--- src/rtl/ixu_pkg.sv ---
`default_nettype none
// ============================================================================
// ixu_pkg : shared types and constants for the integer issue stage
// Rev 1.0
// ============================================================================
package ixu_pkg;

    localparam int XLEN       = 32;
    localparam int REG_ADDR_W = 5;

    typedef logic [REG_ADDR_W-1:0] reg_addr_t;

    typedef enum logic [3:0] {
        ADD  = 4'd0,
        SUB  = 4'd1,
        XOR  = 4'd2,
        OR   = 4'd3,
        AND  = 4'd4,
        SLL  = 4'd5,
        SRL  = 4'd6,
        SRA  = 4'd7,
        SLT  = 4'd8,
        SLTU = 4'd9
    } ixu_op_t;

    // op is kept as raw bits so undefined encodings can travel to execute
    typedef struct packed {
        reg_addr_t   rd;
        logic        writes_rd;
        logic [11:0] imm;
        logic        is_imm_type;
        logic        is_nop;
        logic [3:0]  op;
    } ixu_uop_t;

    function automatic logic op_is_legal(input logic [3:0] op);
        return op <= 4'(SLTU);
    endfunction

endpackage
`default_nettype wire

--- src/rtl/ixu_scoreboard.sv ---
`default_nettype none
// ============================================================================
// ixu_scoreboard : pending-write busy vector with set-wins update and
//                  writeback-bypassed busy queries
// Rev 1.0
// ============================================================================
module ixu_scoreboard #(
    parameter int NREGS  = 32,
    parameter int ADDR_W = 5
) (
    input  logic              clk,
    input  logic              rst,
    input  logic              set_en,
    input  logic [ADDR_W-1:0] set_rd,
    input  logic              clr_en,
    input  logic [ADDR_W-1:0] clr_rd,
    input  logic [ADDR_W-1:0] q_rs1,
    input  logic [ADDR_W-1:0] q_rs2,
    input  logic [ADDR_W-1:0] q_rd,
    output logic              busy_rs1,
    output logic              busy_rs2,
    output logic              busy_rd
);
    import ixu_pkg::*;

    logic [NREGS-1:0] r_busy;
    logic [NREGS-1:0] w_set_mask;
    logic [NREGS-1:0] w_clr_mask;

    assign w_set_mask = set_en ? (NREGS'(1) << set_rd) : '0;
    assign w_clr_mask = clr_en ? (NREGS'(1) << clr_rd) : '0;

    // set is OR-ed in after the clear so a same-register collision stays busy;
    // bit 0 is masked so x0 can never become busy
    always_ff @(posedge clk or posedge rst) begin
        if (rst) begin
            r_busy <= '0;
        end else begin
            r_busy <= ((r_busy & ~w_clr_mask) | w_set_mask) & ~NREGS'(1);
        end
    end

    assign busy_rs1 = r_busy[q_rs1] && !(clr_en && clr_rd == q_rs1);
    assign busy_rs2 = r_busy[q_rs2] && !(clr_en && clr_rd == q_rs2);
    assign busy_rd  = r_busy[q_rd]  && !(clr_en && clr_rd == q_rd);

endmodule
`default_nettype wire

--- src/rtl/ixu_issue.sv ---
`default_nettype none
// ============================================================================
// ixu_issue : operand-read / issue stage feeding the integer execute unit
// Rev 1.0
// ============================================================================
module ixu_issue #(
    parameter int XLEN        = 32,
    parameter int NREGS       = 32,
    parameter int ADDR_W      = 5,
    parameter int STALL_CNT_W = 16
) (
    input  logic                   clk,
    input  logic                   rst,
    input  logic                   in_valid,
    output logic                   in_ready,
    input  logic [ADDR_W-1:0]      in_rs1,
    input  logic [ADDR_W-1:0]      in_rs2,
    input  logic [ADDR_W-1:0]      in_rd,
    input  logic                   in_writes_rd,
    input  logic [11:0]            in_imm,
    input  logic                   in_is_imm_type,
    input  logic                   in_is_nop,
    input  logic [3:0]             in_op,
    output logic [ADDR_W-1:0]      rf_rs1_addr,
    output logic [ADDR_W-1:0]      rf_rs2_addr,
    input  logic [XLEN-1:0]        rf_rs1_data,
    input  logic [XLEN-1:0]        rf_rs2_data,
    input  logic                   wb_valid,
    input  logic [ADDR_W-1:0]      wb_rd,
    input  logic [XLEN-1:0]        wb_data,
    output logic                   ex_valid,
    input  logic                   ex_ready,
    output logic [XLEN-1:0]        ex_rs1_data,
    output logic [XLEN-1:0]        ex_rs2_data,
    output logic [11:0]            ex_imm,
    output logic                   ex_is_imm_type,
    output logic                   ex_is_nop,
    output logic [3:0]             ex_op,
    output logic [ADDR_W-1:0]      ex_rd,
    output logic                   ex_writes_rd,
    output logic [STALL_CNT_W-1:0] stall_cnt,
    output logic                   illegal_op
);
    import ixu_pkg::*;

    typedef enum logic [0:0] {
        ST_EMPTY = 1'b0,
        ST_FULL  = 1'b1
    } out_state_e;

    out_state_e             r_state;
    out_state_e             w_state_nxt;
    ixu_uop_t               r_uop;
    logic [XLEN-1:0]        r_rs1_data;
    logic [XLEN-1:0]        r_rs2_data;
    logic [STALL_CNT_W-1:0] r_stall_cnt;
    logic                   r_illegal;

    logic w_need_rs1, w_need_rs2;
    logic w_busy_rs1, w_busy_rs2, w_busy_rd;
    logic w_hazard, w_room, w_accept, w_illegal, w_sets_rd;
    logic [XLEN-1:0] w_rs1_val, w_rs2_val;
    ixu_uop_t w_uop;

    assign rf_rs1_addr = in_rs1;
    assign rf_rs2_addr = in_rs2;

    assign w_need_rs1 = !in_is_nop;
    assign w_need_rs2 = !in_is_nop && !in_is_imm_type;
    assign w_illegal  = !in_is_nop && !op_is_legal(in_op);

    // a NOP carries no dependencies, so it bypasses every hazard term
    assign w_hazard = (w_need_rs1 && w_busy_rs1)
                    || (w_need_rs2 && w_busy_rs2)
                    || (!in_is_nop && in_writes_rd && (in_rd != '0) && w_busy_rd);
    assign w_room   = !ex_valid || ex_ready;
    assign in_ready = !w_hazard && w_room;
    assign w_accept = in_valid && in_ready;
    assign w_sets_rd = w_accept && in_writes_rd && (in_rd != '0) && !in_is_nop && !w_illegal;

    ixu_scoreboard #(
        .NREGS  (NREGS),
        .ADDR_W (ADDR_W)
    ) u_sb (
        .clk      (clk),
        .rst      (rst),
        .set_en   (w_sets_rd),
        .set_rd   (in_rd),
        .clr_en   (wb_valid),
        .clr_rd   (wb_rd),
        .q_rs1    (in_rs1),
        .q_rs2    (in_rs2),
        .q_rd     (in_rd),
        .busy_rs1 (w_busy_rs1),
        .busy_rs2 (w_busy_rs2),
        .busy_rd  (w_busy_rd)
    );

    function automatic logic [XLEN-1:0] pick_operand(
        input logic              need,
        input logic [ADDR_W-1:0] rs,
        input logic [XLEN-1:0]   rf_data
    );
        if (!need || rs == '0) begin
            return '0;
        end else if (wb_valid && wb_rd == rs) begin
            return wb_data;
        end
        return rf_data;
    endfunction

    assign w_rs1_val = pick_operand(w_need_rs1, in_rs1, rf_rs1_data);
    assign w_rs2_val = pick_operand(w_need_rs2, in_rs2, rf_rs2_data);

    always_comb begin
        w_uop             = '0;
        w_uop.rd          = in_rd;
        w_uop.writes_rd   = in_writes_rd && !in_is_nop && !w_illegal;
        w_uop.imm         = in_imm;
        w_uop.is_imm_type = in_is_imm_type;
        w_uop.is_nop      = in_is_nop || w_illegal;
        w_uop.op          = in_op;
    end

    always_ff @(posedge clk or posedge rst) begin
        if (rst) begin
            r_state <= ST_EMPTY;
        end else begin
            r_state <= w_state_nxt;
        end
    end

    always_comb begin
        w_state_nxt = r_state;
        case (r_state)
            ST_EMPTY: if (w_accept) w_state_nxt = ST_FULL;
            ST_FULL:  if (!w_accept && ex_ready) w_state_nxt = ST_EMPTY;
            default:  w_state_nxt = ST_EMPTY;
        endcase
    end

    always_ff @(posedge clk or posedge rst) begin
        if (rst) begin
            r_uop      <= '0;
            r_rs1_data <= '0;
            r_rs2_data <= '0;
        end else if (w_accept) begin
            r_uop      <= w_uop;
            r_rs1_data <= w_rs1_val;
            r_rs2_data <= w_rs2_val;
        end
    end

    // only dependency stalls are counted; pure backpressure is not
    always_ff @(posedge clk or posedge rst) begin
        if (rst) begin
            r_stall_cnt <= '0;
            r_illegal   <= 1'b0;
        end else begin
            if (in_valid && w_hazard && (r_stall_cnt != '1)) begin
                r_stall_cnt <= r_stall_cnt + STALL_CNT_W'(1);
            end
            if (w_accept && w_illegal) begin
                r_illegal <= 1'b1;
            end
        end
    end

    assign ex_valid       = (r_state == ST_FULL);
    assign ex_rs1_data    = r_rs1_data;
    assign ex_rs2_data    = r_rs2_data;
    assign ex_imm         = r_uop.imm;
    assign ex_is_imm_type = r_uop.is_imm_type;
    assign ex_is_nop      = r_uop.is_nop;
    assign ex_op          = r_uop.op;
    assign ex_rd          = r_uop.rd;
    assign ex_writes_rd   = r_uop.writes_rd;
    assign stall_cnt      = r_stall_cnt;
    assign illegal_op     = r_illegal;

endmodule
`default_nettype wire

--- config.mk ---
export PLATFORM = sky130hd
export DESIGN_NAME = ixu_issue
export DESIGN_NICKNAME = d
export VERILOG_FILES = /design/src/rtl/ixu_pkg.sv /design/src/rtl/ixu_scoreboard.sv /design/src/rtl/ixu_issue.sv
export SDC_FILE = /design/constraint.sdc
export NUM_CORES = 1
export LEC_CHECK = 0
export BUFFER_PORTS_ARGS = -buffer_cell sky130_fd_sc_hd__buf_4
export CORE_ASPECT_RATIO = 0.75
export CORE_UTILIZATION = 25
export CTS_BUF_LIST = sky130_fd_sc_hd__clkbuf_2
export CTS_CLUSTER_DIAMETER = 40
export DETAILED_ROUTE_END_ITERATION = 6
export GPL_TIMING_DRIVEN = 0
export PLACE_DENSITY = 0.53
export SLEW_MARGIN = 20
export SYNTH_ARGS = -nofsm -noshare
export SYNTH_HDL_FRONTEND = slang
export SYNTH_SLANG_ARGS = --single-unit
export TNS_END_PERCENT = 20
--- constraint.sdc ---
create_clock -name clk -period 5 [get_ports clk]
set_input_delay 0.25 -clock clk [delete_from_list [all_inputs] [get_ports clk]]
set_output_delay 0.25 -clock clk [all_outputs]
set_load 0.05 [all_outputs]
==> flow_summary.json <==
{
  "core-area_sq_um": 29500,
  "grt_pass1_wl_microns": 45300,
  "synthArstFlopShare_pct": 100,
  "hold_path_end": "ex_rd[4]",
  "final_common_cell": "buf_4",
  "fin_nets": 1253,
  "ys_ff_latch": 137,
  "cts_buffers": 17,
  "fin_util_pct": 39.8,
  "synth_fp_nets": 832,
  "drc_errors": 0,
  "clock-sinks": 137,
  "period_minus_slack_ns": 4.01,
  "wl_per_cell_microns": 19.5,
  "ys.flop_type": "dfrtp_1",
  "min_from": "in_rd[4]",
  "p_switching_w": 0.00149,
  "antenna_found_initial": 1,
  "maxSlewHeadroom_pct": 36.3,
  "r2r_cells": 10,
  "post_cts_resized": 0,
  "critPathMaxStageDelay_ns": 0.60,
  "reg2reg_slack_ns": 1.67,
  "fin_ws_ns": 0.990,
  "startpoint_type": "input port",
  "io_pins": 257,
  "hold_path_class": "in2reg",
  "grt_usage_pct": 19.0,
  "post-dp-hpwl_microns": 21300,
  "clockRootBuffer": "clkbuf_2",
  "p_int_w": 0.00198,
  "ys_seq_area_share_pct": 45.0,
  "finalPower_w": 0.00346,
  "routed_wl_microns": 29600,
  "timing.fmax_mhz": 249,
  "syn_to_final_growth_pct": 54.3,
  "drt-initial-drc-count": 456,
  "skew_ns": 0.0486,
  "swShare_pct": 43.0,
  "routabilityCongestion": 0.855,
  "layout-drive-gt1-share_pct": 31.9,
  "path_cells": "dlygate4sd3_1 -> buf_2 -> xor2_1 -> nor4_1 -> and3_1 -> clkbuf_1 -> nand4bb_1 -> o221ai_1 -> buf_2 -> clkbuf_1 -> nor2b_1 -> buf_4",
  "clock_path_buffers": 2,
  "setup_viol_count_final": 0,
  "final_cell_mix": "256 x buf_4, 158 x dlygate4sd3_1, 137 x dfrtp_1, 98 x o21ai_0, 95 x o31ai_1",
  "ir_drop_mv": 0.199,
  "overflow": 0,
  "grt_max_degree": 85,
  "yosysUniqueCellTypes": 47,
  "via_count": 7465,
  "cap_violations": 0,
  "multi_input_area_sq_um": 3720,
  "synth_edf_count": 0,
  "ys_warn_count": 0,
  "syn_area_sq_um": 7610,
  "h-tree-depth": 4,
  "clk_latency_ns": 0.74,
  "required_ns": 4.75,
  "vias_per_cell": 4.92,
  "rr_endpoint": "u_sb.r_busy[14]",
  "synth_cells": 691,
  "worstSetupPathType": "in2out",
  "io_buffers": 243,
  "fin_area_sq_um": 11700,
  "grt_pass1_vias": 7689,
  "timing.final.crit_share_pct": 80.2,
  "dr.pass1.iters": 5,
  "power_density_nw_per_um2": 295,
  "p_leak_nw": 5.07,
  "crit_slowest_cell": "clkbuf_1",
  "avgSynthCellArea_sq_um": 11.0,
  "fin_tns_setup_ns": 0,
  "fp.dieH_microns": 153,
  "seq_area_sq_um": 3430,
  "n_fill_cell": 2863,
  "seqPwrFrac_pct": 39.8,
  "tritoncts": "done",
  "place_worst_setup_slack_ns": 1.33,
  "holdPathStages": 2,
  "start_util_pct": 25.8,
  "path_clk_slew_ns": 0.21,
  "worst_slew_pin_slew_ns": 0.953,
  "worstSetupEndpointType": "output port",
  "die_x_microns": 204,
  "finalHoldViolCount": 0,
  "drv_slew": 0,
  "cp.arrival_ns": 3.76,
  "reg2reg_from": "u_sb.r_busy[1]",
  "die_area_sq_um": 31200,
  "post_dp_cell_area_sq_um": 9960,
  "status": "finished, final reports clean",
  "pwr-share-clk_pct": 18.0,
  "rows": 54,
  "pwr-share-comb_pct": 42.2,
  "rsz0062_at_grt": "false",
  "cp_max_fo": 10,
  "ant_nets": 0
}
## sequential cells by signal (all words and copies together), names as in the netlist, 4 cells and up
name	cells
ex_imm	12
ex_op	4
ex_rd	5
ex_rs1_data	32
ex_rs2_data	32
stall_cnt	16
u_sb.r_busy	31
## critical path: cells and delay by family
kind            cells  cell delay, ns
buf+inv             6            2.28
simple gates        4            0.64
xor+xnor            1            0.17
compound gates      1            0.41
## final cells by class
| class | count | share of cell area [%] |
|---|---|---|
| antenna | 1 | 0.0213 |
| buffer | 77 | 3.83 |
| clock buffer | 18 | 0.767 |
| clock inverter | 14 | 0.927 |
| inverter | 5 | 0.224 |
| multi-input combinational | 472 | 31.6 |
| sequential | 137 | 29.2 |
| tap | 392 | 4.18 |
| timing repair buffer | 402 | 29.2 |
## logic make-up after synthesis
kind of cell,share of synthesized area [%]
xor+xnor,3.45
fa+ha+maj,0.164
mux,19.8
simple gates,8.26
buf+inv,6.16
flops,45.0
compound gates,17.2
## metrics by stage
stage,std cells,hold WS (ns)
2_1_floorplan,691,0.399
3_3_place_gp,1326,0.445
3_5_place_dp,1327,0.283
4_1_cts,1517,0.0151
5_1_grt,1518,0.0249
6_report,1518,0.161
## per-layer routing
layer / vias up / GRT usage [%] / part of all wire, % / routed length, microns
li1: 3456 / - / - / -
met1: 3668 / 26.3 / 46 / 13600
met2: 316 / 28.6 / 44 / 13100
met3: 25 / 5.65 / 8.3 / 2450
met4: 0 / 4.73 / 1.2 / 361
met5: - / 0 / 0 / 0
## synthesized netlist by cell type, types with 17 or more instances
cell / number / area [sq um]
dfrtp_1: 137 / 3430
xnor2_1: 17 / 149
o21ai_0: 98 / 490
mux2_2: 22 / 248
mux2i_1: 79 / 791
nand2_1: 20 / 75.1
o31ai_1: 95 / 713
mux4_2: 18 / 405
clkbuf_1: 36 / 135
nand3_1: 23 / 115
## worst max path at each step
stage | startpoint | to | slack, ns | cells past startpoint
2_1_floorplan | rst | ex_imm[0] | 1.08 | 1
3_3_place_gp | rst | stall_cnt[9] | -0.90 | 2
3_5_place_dp | in_rs2[1] | in_ready | 1.33 | 11
4_1_cts | u_sb.r_busy[1] | in_ready | 0.82 | 9
5_1_grt | wb_rd[3] | in_ready | 0.63 | 12
6_report | wb_rd[3] | in_ready | 0.99 | 12
## power groups by stage
| stage | logic, W | clock network [W] | registers, W |
|---|---|---|---|
| 5_1_grt | 0.00154 | 0.000696 | 0.00140 |
| 6_report | 0.00146 | 0.000624 | 0.00138 |
| 2_1_floorplan | 0.000394 | 0 | 0.00186 |
| 3_3_place_gp | 0.00136 | 0 | 0.00140 |
| 4_1_cts | 0.00147 | 0.000655 | 0.00138 |
| 3_5_place_dp | 0.00137 | 0 | 0.00140 |
## what timing repair did
item / in CTS / in global routing
hold buffers: 158 / 0
endpoints found under the hold margin: 245 / 0
buffers inserted: 0 / 0
(Power assumes the default switching activity.)
